==> src/rtl/sr_latch_bank.sv <==
// sr_latch_bank: WIDTH independent clocked set/reset channels.
// Each channel has a stability filter on its {s,r} pair, a shared runtime
// conflict mode, one-cycle rose/fell pulses and a shared sticky conflict flag.
// Everything is synchronous to clk except the asynchronous reset.
module sr_latch_bank #(
    parameter int unsigned WIDTH  = 8,
    parameter int unsigned FILTER = 2
) (
    input  logic             clk,
    input  logic             rst,
    input  logic [WIDTH-1:0] s,
    input  logic [WIDTH-1:0] r,
    input  logic [1:0]       mode,
    input  logic             clr_err,
    output logic [WIDTH-1:0] q,
    output logic [WIDTH-1:0] q_not,
    output logic [WIDTH-1:0] rose,
    output logic [WIDTH-1:0] fell,
    output logic             err
);

    localparam int unsigned   SW        = $clog2(FILTER + 1);
    localparam logic [SW-1:0] STAB_FULL = SW'(FILTER);

    localparam logic [1:0] MODE_RST_DOM = 2'b00;
    localparam logic [1:0] MODE_SET_DOM = 2'b01;
    localparam logic [1:0] MODE_HOLD    = 2'b10;
    localparam logic [1:0] MODE_TOGGLE  = 2'b11;

    // Per-channel sampled pair and stability count
    logic [1:0]       in_q      [WIDTH];
    logic [SW-1:0]    stab      [WIDTH];
    logic [SW-1:0]    stab_next [WIDTH];
    // Fresh event qualified this cycle, and its registered copy that acts next edge
    logic [WIDTH-1:0] fresh;
    logic [WIDTH-1:0] evt;
    logic [WIDTH-1:0] q_next;
    logic             err_hit;

    // Stability filter: restart on pair change, saturate at FILTER, fire once per held pair
    always_comb begin
        for (int i = 0; i < WIDTH; i++) begin
            stab_next[i] = STAB_FULL;
            fresh[i]     = 1'b0;
            if ({s[i], r[i]} != in_q[i]) begin
                stab_next[i] = SW'(1);
            end else if (stab[i] < STAB_FULL) begin
                stab_next[i] = stab[i] + SW'(1);
            end
            fresh[i] = (stab_next[i] == STAB_FULL) &&
                       (({s[i], r[i]} != in_q[i]) || (stab[i] < STAB_FULL));
        end
    end

    // Action decode for channels whose fresh event was registered last edge;
    // in_q still holds the qualifying pair because a fresh pair was just re-sampled
    always_comb begin
        q_next  = q;
        err_hit = 1'b0;
        for (int i = 0; i < WIDTH; i++) begin
            if (evt[i]) begin
                case (in_q[i])
                    2'b10: q_next[i] = 1'b1;
                    2'b01: q_next[i] = 1'b0;
                    2'b11: begin
                        case (mode)
                            MODE_RST_DOM: q_next[i] = 1'b0;
                            MODE_SET_DOM: q_next[i] = 1'b1;
                            MODE_HOLD:    q_next[i] = q[i];
                            MODE_TOGGLE:  q_next[i] = ~q[i];
                            default:      q_next[i] = q[i];
                        endcase
                        if (mode != MODE_TOGGLE) begin
                            err_hit = 1'b1;
                        end
                    end
                    default: q_next[i] = q[i];
                endcase
            end
        end
    end

    // State, pulse and sticky flag registers
    always_ff @(posedge clk or posedge rst) begin
        if (rst) begin
            for (int i = 0; i < WIDTH; i++) begin
                in_q[i] <= 2'b00;
                stab[i] <= STAB_FULL;
            end
            evt  <= '0;
            q    <= '0;
            rose <= '0;
            fell <= '0;
            err  <= 1'b0;
        end else begin
            for (int i = 0; i < WIDTH; i++) begin
                in_q[i] <= {s[i], r[i]};
                stab[i] <= stab_next[i];
            end
            evt  <= fresh;
            q    <= q_next;
            rose <= q_next & ~q;
            fell <= q & ~q_next;
            err  <= err_hit | (err & ~clr_err);
        end
    end

    assign q_not = ~q;

endmodule
==> config.mk <==
export PLATFORM = sky130hd
export DESIGN_NAME = sr_latch_bank
export DESIGN_NICKNAME = d
export VERILOG_FILES = /design/src/rtl/sr_latch_bank.sv
export SDC_FILE = /design/constraint.sdc
export NUM_CORES = 1
export LEC_CHECK = 0
export CORE_ASPECT_RATIO = 0.8
export CORE_MARGIN = 8
export CORE_UTILIZATION = 50
export CTS_CLUSTER_DIAMETER = 120
export DETAILED_ROUTE_END_ITERATION = 6
export DONT_BUFFER_PORTS = 1
export PLACE_DENSITY_LB_ADDON = 0.3
export RECOVER_POWER = 50
export SLEW_MARGIN = 20
export SYNTH_ARGS = -nofsm -noshare
export SYNTH_HDL_FRONTEND = slang
export SYNTH_SLANG_ARGS = --single-unit
export TNS_END_PERCENT = 30
==> constraint.sdc <==
create_clock -name clk -period 2.8 [get_ports clk]
set_input_delay 0.56 -clock clk [delete_from_list [all_inputs] [get_ports clk]]
set_output_delay 0.56 -clock clk [all_outputs]
set_load 0.05 [all_outputs]
==> results_dict.tcl, run 1 <==
set metrics [dict create \
    violations "max-capacitance violations, max-slew violations" \
    netSwitchingFraction_pct 31.55 \
    synth_top_area_share_pct 57.00 \
    slowest_delay_ns 0.74 \
    status "complete, but fails checks" \
    cts-root-buf "clkbuf_8" \
    switchingPower_uw 710.8 \
    antenna_found_initial 0 \
    wl_per_cell_um 17.04 \
    finalMaxSlewViolations 37 \
    cp_top_family "flip-flops" \
    synthCells 200 \
    crit_start "q[5]$_DFF_PP0_" \
    final_layout_size_suffix_gt1_share_pct 20.74 \
    core_area_mm2 0.004921 \
    gp_congestion 0.7309 \
    post-cts-setup-buffers 0 \
    skew_ns 0.006853 \
    end_kind "output port" \
    crit_type "reg -> out" \
    port_buffers 0 \
    slew-limit-headroom_pct -22.98 \
    required_ns 2.24 \
    numClockSinks 65 \
    fill_cells 419 \
    tns_ns 0 \
    syn_nets 221 \
    pwr-share-seq_pct 55.4 \
    antenna_cells 0 \
    track_usage_pct 13.43 \
    nNetsFinal 233 \
    drv_cap 1 \
    overflow 0 \
    hp-class "in -> reg" \
    final_cell_mix "dfrtp_1 (57), inv_1 (18), xnor2_1 (16)" \
    cts-resized-gates 0 \
    final-seq-area_mm2 0.001637 \
    area_growth_pct 10.15 \
    vdd_drop_max_mv 0.4492 \
    fp.dieArea_mm2 0.007539 \
    die_h_um 79.28 \
    ys_seq_area_share_pct 65.40 \
    hold_buffers 0 \
    netlist_area_mm2 0.002502 \
    mostFrequentLayoutCell "dfrtp_1" \
    p_int_uw 1542 \
    crit_path_end "q_not[5]" \
    ff2ff_setup_slack_ns 1.24 \
    final-setup-viol-count 0 \
    grt_max_degree 37 \
    post_synth.cell_area_avg_um2 12.51 \
    rsz0062_at_grt "false" \
    grt_pass1_wl_um 7527 \
    fin_crit_sh_pct 72.96 \
    ys_warn_count 0 \
    crit_arrival_ns 1.48 \
    leakage_uw 0.001234 \
    cp.depth 1 \
    critPathLaunchType "flop" \
    h-tree-depth 3 \
    ant_nets 0 \
    finalHoldViolCount 0 \
    synth_cell_type_count 24 \
    dp_cells 263 \
    wl_um 4754 \
    clkLatencyLatePin_ns 0.33 \
    initial_core_util_pct 50.85 \
    drt_iter0_drc 106 \
    fmaxAchievable_mhz 489.5 \
    viasPerCell 5.441 \
    drt-pass1-iter-count 4 \
    cts_buffers 9 \
    drc_errors 0 \
    vias 1518 \
    synthTopCellsByArea "dfrtp_1 (57%), dfstp_2 (8.4%), xnor2_1 (5.6%), a21oi_1 (3.0%), nor3_2 (2.8%)" \
    synth_seq_cells 65 \
    power_frac_clock_pct 33.5 \
    rr_worst_depth 2 \
    die_width_um 95.10 \
    rows 23 \
    r2r_end "rose[4]$_DFF_PP0_" \
    ios 54 \
    p_per_area_mw_per_mm2 817.4 \
    critPathBufInv 1 \
    dp_hpwl_um 3414 \
    grt_pass1_vias 1524 \
    synth_area_leader_cell "dfrtp_1" \
    cp_cell_sequence "inv_1" \
    multiInputGateArea_um2 774.5 \
    clock_tree.buffer_depth 2 \
    comb_power_share_pct 11.1 \
    cts_tree "done" \
    finalCriticalPeriod_ns 2.043 \
    layout.cells.non_filler 279 \
    rr_startpoint "q[4]$_DFF_PP0_" \
    slowest_stage "dfrtp_1" \
    crit_path_max_fanout 6 \
    clkTransAtPathRegs_ns 0.07 \
    worst_slew_pin_slew_ns 1.845 \
]
==> power groups by stage <==
stage	logic, uW	clock network (uW)	registers, uW
global placement	250	0	1260
CTS	256	779	1250
detailed placement	254	0	1270
floorplan	222	0	1240
global route	279	822	1260
finish	251	754	1250
==> synth_stat cells (all sizes together) <==
master,number
inv,19
a21oi,22
o21a,7
a41o,1
nor3,7
xnor2,16
a31oi,4
dfstp,8
dfrtp,57
o211ai,8
nor2,16
nand2,15
a211oi,1
a22o,2
buf,1
and3,4
nand3,1
and4,7
o21ai,2
xor2,1
and2,1
==> stage by stage <==
| stage | util [%] | area (um^2) | total power, uW | worst slack, ns | hold slack, ns |
|---|---|---|---|---|---|
| 2_1_floorplan | - | 2502 | 1465 | 0.6268 | 0.4656 |
| 3_3_place_gp | 52.33 | 2575 | 1512 | 1.130 | 0.4698 |
| 3_5_place_dp | 52.33 | 2575 | 1521 | 1.094 | 0.4772 |
| 4_1_cts | 56.17 | 2764 | 2284 | 0.7322 | 0.1779 |
| 5_1_grt | 56.01 | 2756 | 2363 | 0.5143 | 0.2180 |
| 6_report | 56.01 | 2756 | 2253 | 0.7571 | 0.2545 |
==> cell type report <==
cell class,count,area share (%)
clock buffers,13,5.402
clock inverters,3,1.453
well taps,62,2.814
inverters,19,2.587
flip-flops and latches,65,59.37
multi-input cells,115,28.10
repair buffers,2,0.2724
==> layer usage <==
metal  routed length (um)  vias up  global-route usage (%)  part of all wire (%)
met3                  538        2                   8.663                    11
li1                     -      709                       -                     -
met4                   19        0                   4.666                  0.40
met1                 2102      751                   15.63                    44
met5                    0        -                       0                     0
met2                 2093       56                   19.56                    44
==> logic make-up after synthesis <==
group,synth area share (%)
buffers and inverters,3.650
DFF,65.40
and+or+nand+nor,12.25
xor gates and xnor gates,5.950
AOI/OAI and AO/OA,12.75
==> worst min-delay path by stage <==
stage | slack [ns] | endpoint | start | depth (start not counted)
floorplan | 0.47 | evt[0]$_DFF_PP0_ | stab[15]$_DFF_PP1_ | 1
global placement | 0.47 | evt[2]$_DFF_PP0_ | stab[11]$_DFF_PP1_ | 1
detailed placement | 0.48 | evt[5]$_DFF_PP0_ | stab[5]$_DFF_PP1_ | 1
CTS | 0.18 | rose[5]$_DFF_PP0_ | rst | 2
global route | 0.22 | in_q[10]$_DFF_PP0_ | r[2] | 0
finish | 0.25 | in_q[10]$_DFF_PP0_ | r[2] | 0
==> state kept, by name, summed over array words and instances (netlist names) <==
register / count
in_q: 16
stab: 16
evt: 8
fell: 8
q: 8
rose: 8
err: 1
Power figures use the tool's default switching activity.
==> run 2, diff against run 1 <==
- clock period: 2.8 -> 1.77 ns (I/O delays scaled with it)
==> results_dict.tcl, run 2 (synthesis gave the netlist of run 1 again) <==
set metrics [dict create \
    track_usage_pct 13.58 \
    fin_hold_ws_ns 0.04457 \
    initial_core_util_pct 50.85 \
    tns_ns 0 \
    ant_nets 0 \
    ios 54 \
    fin_crit_sh_pct 85.48 \
    clock_tree.buffer_depth 2 \
    ff2ff_setup_slack_ns 0.60 \
    slowest_delay_ns 0.44 \
    rr_worst_depth 4 \
    p_per_area_mw_per_mm2 1240 \
    hp-class "in -> reg" \
    min_path_cells 0 \
    grt_max_degree 66 \
    die_h_um 79.28 \
    skew_ns 0.009747 \
    fmaxAchievable_mhz 660.9 \
    critPathLaunchType "flop" \
    overflow 0 \
    crit_type "reg -> out" \
    crit_arrival_ns 1.16 \
    drv_cap 0 \
    fp.dieArea_mm2 0.007539 \
    finalCriticalPeriod_ns 1.513 \
    cts_tree "done" \
    cp_top_family "flip-flops" \
    h-tree-depth 3 \
    final-seq-area_mm2 0.001637 \
    slew-limit-headroom_pct 42.95 \
    r2r_end "err$_DFF_PP0_" \
    final-setup-viol-count 0 \
    drt_iter0_drc 62 \
    post-cts-setup-buffers 0 \
    clkLatencyLatePin_ns 0.33 \
    drc_errors 0 \
    antenna_cells 0 \
    cts-root-buf "clkbuf_8" \
    area_growth_pct 12.80 \
    final_layout_size_suffix_gt1_share_pct 24.34 \
    status "completed" \
    leakage_uw 0.001272 \
    grt_pass1_wl_um 7624 \
    core_area_mm2 0.004921 \
    dp_hpwl_um 3286 \
    vdd_drop_max_mv 0.6722 \
    numClockSinks 65 \
    die_width_um 95.10 \
    rows 23 \
    final_cell_mix "dfrtp_1 (57), inv_1 (17), xnor2_1 (16)" \
    cts_buffers 9 \
    vias 1533 \
    worst_slew_pin_slew_ns 0.8558 \
    viasPerCell 5.323 \
    rsz0062_at_grt "false" \
    nNetsFinal 243 \
    end_kind "output port" \
    crit_start "q[5]$_DFF_PP0_" \
    finalMaxSlewViolations 0 \
    reg_top3 "in_q: 16 flops, stab: 16 flops" \
    antenna_found_initial 0 \
    clkTransAtPathRegs_ns 0.07 \
    grt_pass1_vias 1551 \
    required_ns 1.42 \
    crit_path_end "q_not[5]" \
    mostFrequentLayoutCell "dfrtp_1" \
    multiInputGateArea_um2 774.5 \
    rr_startpoint "in_q[12]$_DFF_PP0_" \
    wl_per_cell_um 16.31 \
    cp.depth 1 \
    cp_cell_sequence "inv_1" \
    slowest_stage "dfrtp_1" \
    drt-pass1-iter-count 4 \
    wl_um 4697 \
    crit_path_max_fanout 6 \
    finalHoldViolCount 0 \
    gp_congestion 0.7091 \
    fill_cells 431 \
    port_buffers 0 \
    critPathBufInv 1 \
]
==> run 2: cell types whose count changed in the layout (fill, tap and decap cells not counted) <==
cell and delta:
inv_1 -1, clkinvlp_4 +1, dlygate4sd3_1 +1, buf_4 +10, clkinv_2 -2, bufinv_16 -1
clkbuf_8 +1, clkbuf_4 +1, clkbuf_1 -1
==> run 2: metrics by stage <==
step | total power, uW | setup slack [ns] | std cells | instance area, um^2 | util (%)
finish | 3500 | 0.2570 | 288 | 2823 | 57.36
global route | 3678 | 0.1840 | 288 | 2823 | 57.36
CTS | 3554 | 0.2308 | 288 | 2835 | 57.62
detailed placement | 2464 | 0.6047 | 272 | 2659 | 54.03
global placement | 2452 | 0.5878 | 272 | 2659 | 54.03
floorplan | 2319 | 0.3196 | 200 | 2506 | -
==> run 2: worst min-delay path by stage <==
stage | from | end | slack (ns)
final | s[7] | in_q[1]$_DFF_PP0_ | 0.04
after global routing | s[7] | in_q[1]$_DFF_PP0_ | 0.01
after CTS | s[7] | in_q[1]$_DFF_PP0_ | 0.02
after detailed placement | rst | in_q[13]$_DFF_PP0_ | 0.35
after global placement | rst | in_q[12]$_DFF_PP0_ | 0.34
after floorplan | r[7] | in_q[0]$_DFF_PP0_ | 0.39
==> run 2: area by class of cell <==
cell class	instances	share of cell area [%]
well taps	62	2.748
flip-flops and latches	65	57.98
inverters	19	2.660
clock buffers	15	5.895
repair buffers	12	3.280
multi-input cells	115	27.44
==> run 2: timing repair <==
item / in CTS / in global routing
hold buffers: 1 / 0
endpoints found under the setup margin: 0 / 0
hold endpoints to repair: 57 / 0
resized for setup: 0 / 0
==> run 2: layer usage <==
| metal | global-route usage (%) | vias to the layer above | part of all wire [%] |
|---|---|---|---|
| met5 | 0 | - | 0 |
| met4 | 5.132 | 0 | 1.1 |
| met3 | 9.605 | 6 | 13 |
| met2 | 20.39 | 51 | 45 |
| met1 | 14.60 | 747 | 40 |
| li1 | - | 729 | - |
==> run 2: power by group <==
part	switching [uW]	total (uW)	internal, uW
Sequential	223	1860	1640
Combinational	404	569	165
Clock	490	1070	580
Total	1120	3500	2380
==> run 3, diff against run 2 <==
==> constraint.sdc (replaced) <==
create_clock -name clk -period 1.77 [get_ports clk]
set_input_delay 0.177 -clock clk [delete_from_list [all_inputs] [get_ports clk]]
set_output_delay 0.177 -clock clk [all_outputs]
set_load 0.05 [all_outputs]
==> results_dict.tcl, run 3 (synthesis gave the netlist of run 1 again) <==
set metrics [dict create \
    status "completed" \
    mostFrequentLayoutCell "dfrtp_1" \
    dp_hpwl_um 3368 \
    area_growth_pct 23.05 \
    r2r_end "fell[2]$_DFF_PP0_" \
    h-tree-depth 3 \
    crit_arrival_ns 1.38 \
    antenna_found_initial 0 \
    layout.cells.non_filler 311 \
    clkLatencyLatePin_ns 0.33 \
    drt-pass1-iter-count 4 \
    end_kind "output port" \
    cts_buffers 9 \
    critPathLaunchType "flop" \
    min_path_cells 2 \
    wl_per_cell_um 15.74 \
    slew-limit-headroom_pct 55.35 \
    slowest_stage "dfrtp_1" \
    drc_errors 0 \
    cp_cell_sequence "inv_1, buf_4" \
    cp_top_family "flip-flops" \
    worst_slew_pin_slew_ns 0.6660 \
    leakage_uw 0.001391 \
    die_h_um 79.28 \
    dp_cells 277 \
    viasPerCell 5.164 \
    finalMaxSlewViolations 0 \
    ff2ff_setup_slack_ns 0.52 \
    finalCriticalPeriod_ns 1.557 \
    hp-class "in -> reg" \
    port_buffers 0 \
    p_per_area_mw_per_mm2 1222 \
    overflow 0 \
    skew_ns 0.006495 \
    grt_pass1_wl_um 8259 \
    vdd_drop_max_mv 0.7105 \
    rr_startpoint "q[2]$_DFF_PP0_" \
    fmaxAchievable_mhz 642.2 \
    cp.depth 2 \
    track_usage_pct 14.37 \
    rsz0062_at_grt "false" \
    final_cell_mix "dfrtp_1 (57), dlygate4sd3_1 (18), inv_1 (17)" \
    die_width_um 95.10 \
    required_ns 1.59 \
    numClockSinks 65 \
    crit_path_max_fanout 6 \
    drt_iter0_drc 32 \
    grt_pass1_vias 1609 \
    antenna_cells 0 \
    drv_cap 0 \
    reg_top3 "in_q: 16 flops, stab: 16 flops" \
    initial_core_util_pct 50.85 \
    fp.dieArea_mm2 0.007539 \
    cts-root-buf "clkbuf_8" \
    final_layout_size_suffix_gt1_share_pct 25.30 \
    rows 23 \
    vias 1606 \
    nNetsFinal 265 \
    grt_max_degree 33 \
    final-setup-viol-count 0 \
    crit_type "reg -> out" \
    gp_congestion 0.7599 \
    rr_worst_depth 2 \
    ios 54 \
    cts_tree "done" \
    slowest_delay_ns 0.73 \
    core_area_mm2 0.004921 \
    crit_path_end "q_not[2]" \
    critPathBufInv 2 \
    clock_tree.buffer_depth 2 \
    crit_start "q[2]$_DFF_PP0_" \
    clkTransAtPathRegs_ns 0.07 \
    fin_crit_sh_pct 87.98 \
    wl_um 4894 \
    tns_ns 0 \
    ant_nets 0 \
    finalHoldViolCount 0 \
]
[run 3: what timing repair did]
item | 4_1_cts | 5_1_grt
setup buffers | 0 | 0
hold buffers | 18 | 0
hold endpoints to repair | 57 | 0
gates resized for setup | 0 | 0
[run 3: per-stage QoR]
stage / util (%) / worst slack, ns / hold WS (ns) / total power (uW) / area [um^2]
floorplan: - / 0.3196 / 0.2084 / 2319 / 2506
global placement: 54.79 / 0.5620 / 0.04048 / 2478 / 2696
detailed placement: 54.79 / 0.5417 / 0.03805 / 2491 / 2696
CTS: 62.67 / 0.1956 / 0.05564 / 3810 / 3084
global route: 62.57 / 0.1035 / 0.07157 / 3939 / 3079
finish: 62.57 / 0.2128 / 0.06557 / 3763 / 3079
[run 3: worst min-delay path by stage]
stage	from	end
4_1_cts	s[4]	stab[6]$_DFF_PP0_
3_3_place_gp	rst	stab[12]$_DFF_PP0_
2_1_floorplan	r[7]	in_q[0]$_DFF_PP0_
6_report	s[1]	stab[12]$_DFF_PP0_
3_5_place_dp	rst	stab[12]$_DFF_PP0_
5_1_grt	s[0]	stab[14]$_DFF_PP0_
[run 3: final cells by class]
cell class                      count  area, um^2
Clock buffer                       14       172.7
Inverter                           19       72.57
Sequential cell                    65        1637
Clock inverter                      2       35.03
Multi-Input combinational cell    115       774.5
Tap cell                           62       77.57
Timing Repair Buffer               34       310.3
Fill cell                         426        1842
[run 3: worst reg2reg max path, delay by kind of cell (launching register included)]
kind	cells	cell delay [ns]
flops	1	0.73
compound gates	2	0.42
[run 3: per-layer routing]
| layer | up-vias | share of wire, % | global-route usage (%) |
|---|---|---|---|
| met2 | 47 | 47 | 21.01 |
| met4 | 0 | 0.88 | 6.065 |
| met3 | 4 | 9.2 | 6.497 |
| li1 | 768 | - | - |
| met5 | - | 0 | 0 |
| met1 | 787 | 43 | 17.97 |
[run 3: where the power goes]
part,internal [uW],total (uW),switching [uW]
Combinational,215,608,392
Sequential,1640,1880,243
Clock,765,1280,510
Total,2620,3760,1150
